[config.mk]
export PLATFORM = sky130hd
export DESIGN_NAME = tone_detector
export DESIGN_NICKNAME = d
export VERILOG_FILES = /design/src/rtl/tone_pkg.sv /design/src/rtl/tone_sync_edge.sv /design/src/rtl/tone_detector.sv
export SDC_FILE = /design/constraint.sdc
export NUM_CORES = 1
export LEC_CHECK = 0
export ABC_AREA = 1
export CAP_MARGIN = 30
export CORE_MARGIN = 2
export CORE_UTILIZATION = 40
export DETAILED_ROUTE_END_ITERATION = 10
export HOLD_SLACK_MARGIN = 0.03
export PLACE_DENSITY = 0.54
export SYNTH_ARGS = -nofsm -noshare
export SYNTH_HDL_FRONTEND = slang
export SYNTH_HIERARCHICAL = 1
export SYNTH_SLANG_ARGS = --single-unit
[constraint.sdc]
create_clock -name clk1 -period 3.3 [get_ports clk1]
set_input_delay 0.66 -clock clk1 [delete_from_list [all_inputs] [get_ports clk1]]
set_output_delay 0.66 -clock clk1 [all_outputs]
set_load 0.02 [all_outputs]
[src/rtl/tone_pkg.sv]
// tone_pkg: definitions shared by the tone detector and the tone generator.
// It holds the nominal full period of each scale tone in clk1 cycles, the note
// code constants, the common widths and the detector state encoding.
package tone_pkg;

  localparam int unsigned PERIOD_W  = 18;
  localparam int unsigned CODE_W    = 3;
  localparam int unsigned NUM_NOTES = 8;

  localparam logic [CODE_W-1:0] NOTE_C1 = 3'd0;
  localparam logic [CODE_W-1:0] NOTE_D  = 3'd1;
  localparam logic [CODE_W-1:0] NOTE_E  = 3'd2;
  localparam logic [CODE_W-1:0] NOTE_F  = 3'd3;
  localparam logic [CODE_W-1:0] NOTE_G  = 3'd4;
  localparam logic [CODE_W-1:0] NOTE_A  = 3'd5;
  localparam logic [CODE_W-1:0] NOTE_B  = 3'd6;
  localparam logic [CODE_W-1:0] NOTE_C2 = 3'd7;

  // Full period of each tone at a 50 MHz clk1, indexed by note code.
  localparam logic [PERIOD_W-1:0] NOM_PERIOD [NUM_NOTES] = '{
    18'd190840, 18'd170348, 18'd151596, 18'd143266,
    18'd127552, 18'd113636, 18'd101208, 18'd95442
  };

  typedef enum logic [1:0] {StIdle, StMeasure, StLocked} state_t;

  // |(cnt + 1) - nom| using a 19-bit signed difference. The +1 is folded in
  // after the subtraction so a saturated counter (P = 2^18) cannot overflow.
  function automatic logic [PERIOD_W:0] period_dist(input logic [PERIOD_W-1:0] cnt,
                                                    input logic [PERIOD_W-1:0] nom);
    logic signed [PERIOD_W:0] d;
    logic        [PERIOD_W:0] mag;
    d = $signed({1'b0, cnt}) - $signed({1'b0, nom}) + $signed({{PERIOD_W{1'b0}}, 1'b1});
    if (d < 0) mag = $unsigned(-d);
    else       mag = $unsigned(d);
    return mag;
  endfunction

endpackage

[src/rtl/tone_sync_edge.sv]
// tone_sync_edge: two-flop synchronizer for the asynchronous tone input plus
// a registered rising-edge detector.
// A rising edge sampled at clk1 edge n gives edge_pulse high during cycle n+2.
//   clk1       - system clock
//   reset      - synchronous active-high reset
//   tone_in    - asynchronous square wave
//   edge_pulse - one-cycle pulse per synchronized rising edge
module tone_sync_edge (
  input  logic clk1,
  input  logic reset,
  input  logic tone_in,
  output logic edge_pulse
);

  logic sync1_q, sync2_q, prev_q;

  always_ff @(posedge clk1) begin
    if (reset) begin
      sync1_q    <= 1'b0;
      sync2_q    <= 1'b0;
      prev_q     <= 1'b0;
      edge_pulse <= 1'b0;
    end else begin
      sync1_q    <= tone_in;
      sync2_q    <= sync1_q;
      prev_q     <= sync2_q;
      edge_pulse <= sync2_q & ~prev_q;
    end
  end

endmodule

[src/rtl/tone_detector.sv]
// tone_detector: measures the period of a square-wave tone and locks onto one
// of eight scale notes after MATCH_COUNT consecutive matching periods.
//   clk1          - 50 MHz system clock
//   reset         - synchronous active-high reset
//   tone_in       - asynchronous tone input
//   note_valid    - high while a note is locked
//   note_code     - locked note code (meaningful only with note_valid)
//   note_onehot   - one-hot of note_code while locked, else zero
//   period_out    - last measured period in clk1 cycles
//   period_strobe - one-cycle pulse when period_out updates
module tone_detector
  import tone_pkg::*;
#(
  parameter int unsigned TOL_SHIFT   = 6,
  parameter int unsigned MATCH_COUNT = 2
) (
  input  logic                 clk1,
  input  logic                 reset,
  input  logic                 tone_in,
  output logic                 note_valid,
  output logic [CODE_W-1:0]    note_code,
  output logic [NUM_NOTES-1:0] note_onehot,
  output logic [PERIOD_W-1:0]  period_out,
  output logic                 period_strobe
);

  localparam int unsigned MC_W = $clog2(MATCH_COUNT + 1);

  logic                edge_pulse;
  state_t              state_q;
  logic [PERIOD_W-1:0] cnt_q;
  logic [MC_W-1:0]     mcnt_q;
  logic [CODE_W-1:0]   cand_q;
  logic                sat;
  logic                hit;
  logic [CODE_W-1:0]   hit_code;

  tone_sync_edge u_sync (
    .clk1       (clk1),
    .reset      (reset),
    .tone_in    (tone_in),
    .edge_pulse (edge_pulse)
  );

  assign sat = (cnt_q == '1);

  // Classify the period that ends on this edge; lowest code wins a tie, which
  // cannot happen with the default tolerance.
  always_comb begin
    hit      = 1'b0;
    hit_code = '0;
    for (int k = NUM_NOTES - 1; k >= 0; k--) begin
      if (period_dist(cnt_q, NOM_PERIOD[k]) <= ({1'b0, NOM_PERIOD[k]} >> TOL_SHIFT)) begin
        hit      = 1'b1;
        hit_code = CODE_W'(k);
      end
    end
  end

  always_ff @(posedge clk1) begin
    if (reset) begin
      state_q       <= StIdle;
      cnt_q         <= '0;
      mcnt_q        <= '0;
      cand_q        <= '0;
      note_valid    <= 1'b0;
      note_code     <= '0;
      note_onehot   <= '0;
      period_out    <= '0;
      period_strobe <= 1'b0;
    end else begin
      period_strobe <= 1'b0;

      if (edge_pulse) cnt_q <= '0;
      else if (!sat)  cnt_q <= cnt_q + 1'b1;

      unique case (state_q)
        StIdle: begin
          if (edge_pulse) state_q <= StMeasure;
        end
        StMeasure, StLocked: begin
          if (edge_pulse) begin
            // A saturated counter means P = 2^18, which does not fit; report max.
            period_out    <= sat ? '1 : cnt_q + 1'b1;
            period_strobe <= 1'b1;
            if (!hit) begin
              mcnt_q      <= '0;
              note_valid  <= 1'b0;
              note_onehot <= '0;
              state_q     <= StMeasure;
            end else if (hit_code == cand_q) begin
              if (mcnt_q >= MC_W'(MATCH_COUNT - 1)) begin
                mcnt_q      <= MC_W'(MATCH_COUNT);
                note_valid  <= 1'b1;
                note_code   <= cand_q;
                note_onehot <= NUM_NOTES'(1) << cand_q;
                state_q     <= StLocked;
              end else begin
                mcnt_q <= mcnt_q + 1'b1;
              end
            end else begin
              cand_q      <= hit_code;
              mcnt_q      <= MC_W'(1);
              note_valid  <= 1'b0;
              note_onehot <= '0;
              state_q     <= StMeasure;
            end
          end else if (sat) begin
            // Tone vanished: drop the lock and wait for a fresh first edge.
            mcnt_q      <= '0;
            note_valid  <= 1'b0;
            note_onehot <= '0;
            state_q     <= StIdle;
          end
        end
        default: state_q <= StIdle;
      endcase
    end
  end

endmodule
==> summary.md <==
| Metric | Value |
|---|---|
| # Max-Cap Violations | `0` |
| CP bufs+invs | `6` |
| GR Layer Usage met2 | `55.0%` |
| CTS root buf | `clkbuf_16` |
| Syn Std Cell Area | `0.00924 sq mm` |
| Ys async rst share | `0%` |
| Worst setup margin | `-0.127 ns` |
| Worst Min Path Start | `u_sync/prev_q` |
| Cells after synthesis | `1711` |
| Crit-path most repeated cell | `nand2_2` |
| Slew headroom | `44.4%` |
| Tmin final | `3.43 ns` |
| Max-slew violations | `0` |
| Die Span X | `156 microns` |
| Chip height | `156 microns` |
| # setup viols final | `17` |
| Via Count | `12505` |
| Worst endpoint required time | `3.58 ns` |
| Largest net degree at the start of global routing | `32` |
| Final Cycle Share | `104%` |
| Post-synth EDFFs | `0` |
| GPL Wtd Cong | `1.11` |
| Area grow syn2layout | `52.6%` |
| Failing checks | `setup timing` |
| Crit-path max FO | `8` |
| WHS | `0.398 ns` |
| Ys Warns | `6` |
| R2r endpoint | `note_onehot[6]` |
| Post-Layout Inst Area | `0.0141 sq mm` |
| Number of global-route vias before repair | `12026` |
| Outcome | `complete, but fails checks` |
| Worst path slowest cell | `dfxtp_4` |
| Hold path endpoint | `u_sync/edge_pulse` |
| Placed cell areas | `0.0126 sq mm` |
| Post-synthesis net count | `1719` |
| Initial Utilization | `40.8%` |
| RSZ-0062 raised after global routing | `yes` |
| Clock sink total | `60` |
| Hold-fix buffers, CTS | `0` |
| Ant diodes | `0` |
| Detailed-route DRC error count | `0` |
| Global-route usage over all layers | `32.9%` |
| Most common cell after layout, fill and taps aside | `nand2_1` |
| Maximum clock insertion buffer count | `2` |
| R2R depth | `28` |
| Top Ports | `34` |
| Critical path launch point type | `register` |
| Proportion of layout cells with a drive suffix above 1 | `36.2%` |
| Number of buffers created by CTS | `9` |
| Pre-CTS setup slack | `-0.597 ns` |
| First-pass GRT wire length | `62600 microns` |
| Routed WL per cell | `16.6 microns` |
| Worst slew pin tran | `0.833 ns` |
| 1st-pass router iterations | `5` |
| GRT busiest layer | `met2` |
| Synth area leaders | `nand2_1 (23%), dfxtp_1 (13%), nand3_1 (10%)` |
| R2R Path Start | `cnt_q[1]` |
| Antenna violations before repair | `0` |
| Total power divided by cell area | `164 mW/mm^2` |
| Total Neg Setup Slack | `-1.67 ns` |
| Critical path data arrival time | `3.70 ns` |
| Setup crit end kind | `register` |
| DR vias/cell | `5.19` |
| Power Total | `2.31 mW` |
| Routed Antenna Nets | `0` |
| GR Util met3 | `4.44%` |
| Post-placement cell count | `2356` |
| CP top delay family | `simple AND/OR/NAND/NOR gates` |
| CTS tree | `done` |
| Clk pin slew, worst setup/hold paths | `0.07 ns` |
| Htree depth | `3` |
| R2R Setup Slk | `-0.13 ns` |
| Worst min path class | `reg2reg` |
| Final Skew | `0.0157 ns` |
| HPWL after DPL | `32300 microns` |
| Die ar. | `0.0243 sq mm` |
| Core area | `0.0226 sq mm` |
| Leakage | `7.58 nW` |
| GRT Residual Overflow | `0` |
| DR iter-0 viols | `997` |
| Synth top area share | `23.5%` |
| Main synth FF type | `dfxtp_1` |
| Max frequency | `292 MHz` |
| Distinct cells, synth | `51` |
| Final core occ | `62.3%` |
| Final hold vios | `0` |
| Final net count | `2127` |
| Total wire length | `40100 microns` |
| Most frequent cells in the layout | `nand2_1 (519), buf_4 (393), nand3_1 (172)` |
| Syn avg cell area | `5.40 sq um` |
| M1 GR Usage | `41.7%` |
| Rows | `55` |
| Sequential share of the synthesized area | `13.0%` |
| Post-Layout Cell Count | `2409` |
| Peak VDD IR | `0.000462 V` |
| Clock Latency Late Sink | `0.34 ns` |
| WHS Path Cells | `1` |
| Port Buffers | `33` |
| Crit path largest cell delay | `0.40 ns` |
| FF+latch count, synth | `60` |
| Crit Path Category | `reg2reg` |
| Cell taking the most area after synthesis | `nand2_1` |
## cell usage after synthesis (all sizes together), types with 2 or more instances
cell / number
xnor2: 11
buf: 52
o21bai: 4
nand2: 639
clkbuf: 9
o211ai: 16
o21ai: 69
nor3: 27
and2: 4
dfxtp: 60
a21oi: 64
ha: 5
nand3: 201
nor3b: 2
nor2: 229
nand4: 36
nand3b: 7
inv: 186
clkinv: 4
or2: 4
xor2: 68
a31oi: 9
## cells by family after synthesis
logic type	after synthesis	synth area share [%]
simple gates	1150	56.6
buf+inv	251	11.5
compound gates	166	10.3
xor+xnor	79	7.90
flops	60	13.0
fa+ha+maj	5	0.677
## sequential cells by signal, summed over array words and instances, names as in the netlist
signal             flops
period_strobe          1
u_sync/sync1_q         1
mcnt_q                 2
cand_q                 3
note_valid             1
note_code              3
state_q                2
u_sync/prev_q          1
period_out            18
u_sync/sync2_q         1
cnt_q                 18
u_sync/edge_pulse      1
note_onehot            8
## final cells by class
| class | instances | area (sq um) |
|---|---|---|
| tap | 285 | 357 |
| sequential | 60 | 1220 |
| clock buffer | 9 | 225 |
| fill | 2256 | 8540 |
| multi-input combinational | 1400 | 7720 |
| timing repair buffer | 458 | 3750 |
| clock inverter | 7 | 75.1 |
| inverter | 190 | 746 |
## metal layers
metal | vias to the layer above | wire [microns]
met5 | - | 0
met4 | 0 | 2040
met3 | 114 | 2490
met2 | 412 | 18300
met1 | 5711 | 17200
li1 | 6268 | -
## power by group
| part | internal [mW] | switching [mW] |
|---|---|---|
| combinational | 0.238 | 0.312 |
| sequential | 0.747 | 0.0188 |
| clock | 0.589 | 0.400 |
| total | 1.57 | 0.731 |
## how the worst max path moves through the flow
stage	slack [ns]	endpoint	start	cells past startpoint
final	-0.13	note_onehot[6]	cnt_q[1]	28
after global routing	-0.44	state_q[0]	cnt_q[0]	30
after CTS	-0.13	note_onehot[6]	cnt_q[1]	31
after detailed placement	-0.60	note_onehot[6]	cnt_q[11]	24
after global placement	-0.56	note_onehot[1]	cnt_q[11]	24
after floorplan	0.01	note_onehot[0]	cnt_q[0]	29
## repair_timing
item	CTS	global route
endpoints found under the setup margin	19	19
buffers inserted	24	14
gates resized for setup	118	126
pin swaps	61	56
No activity file was read; power rests on OpenSTA's default activity.
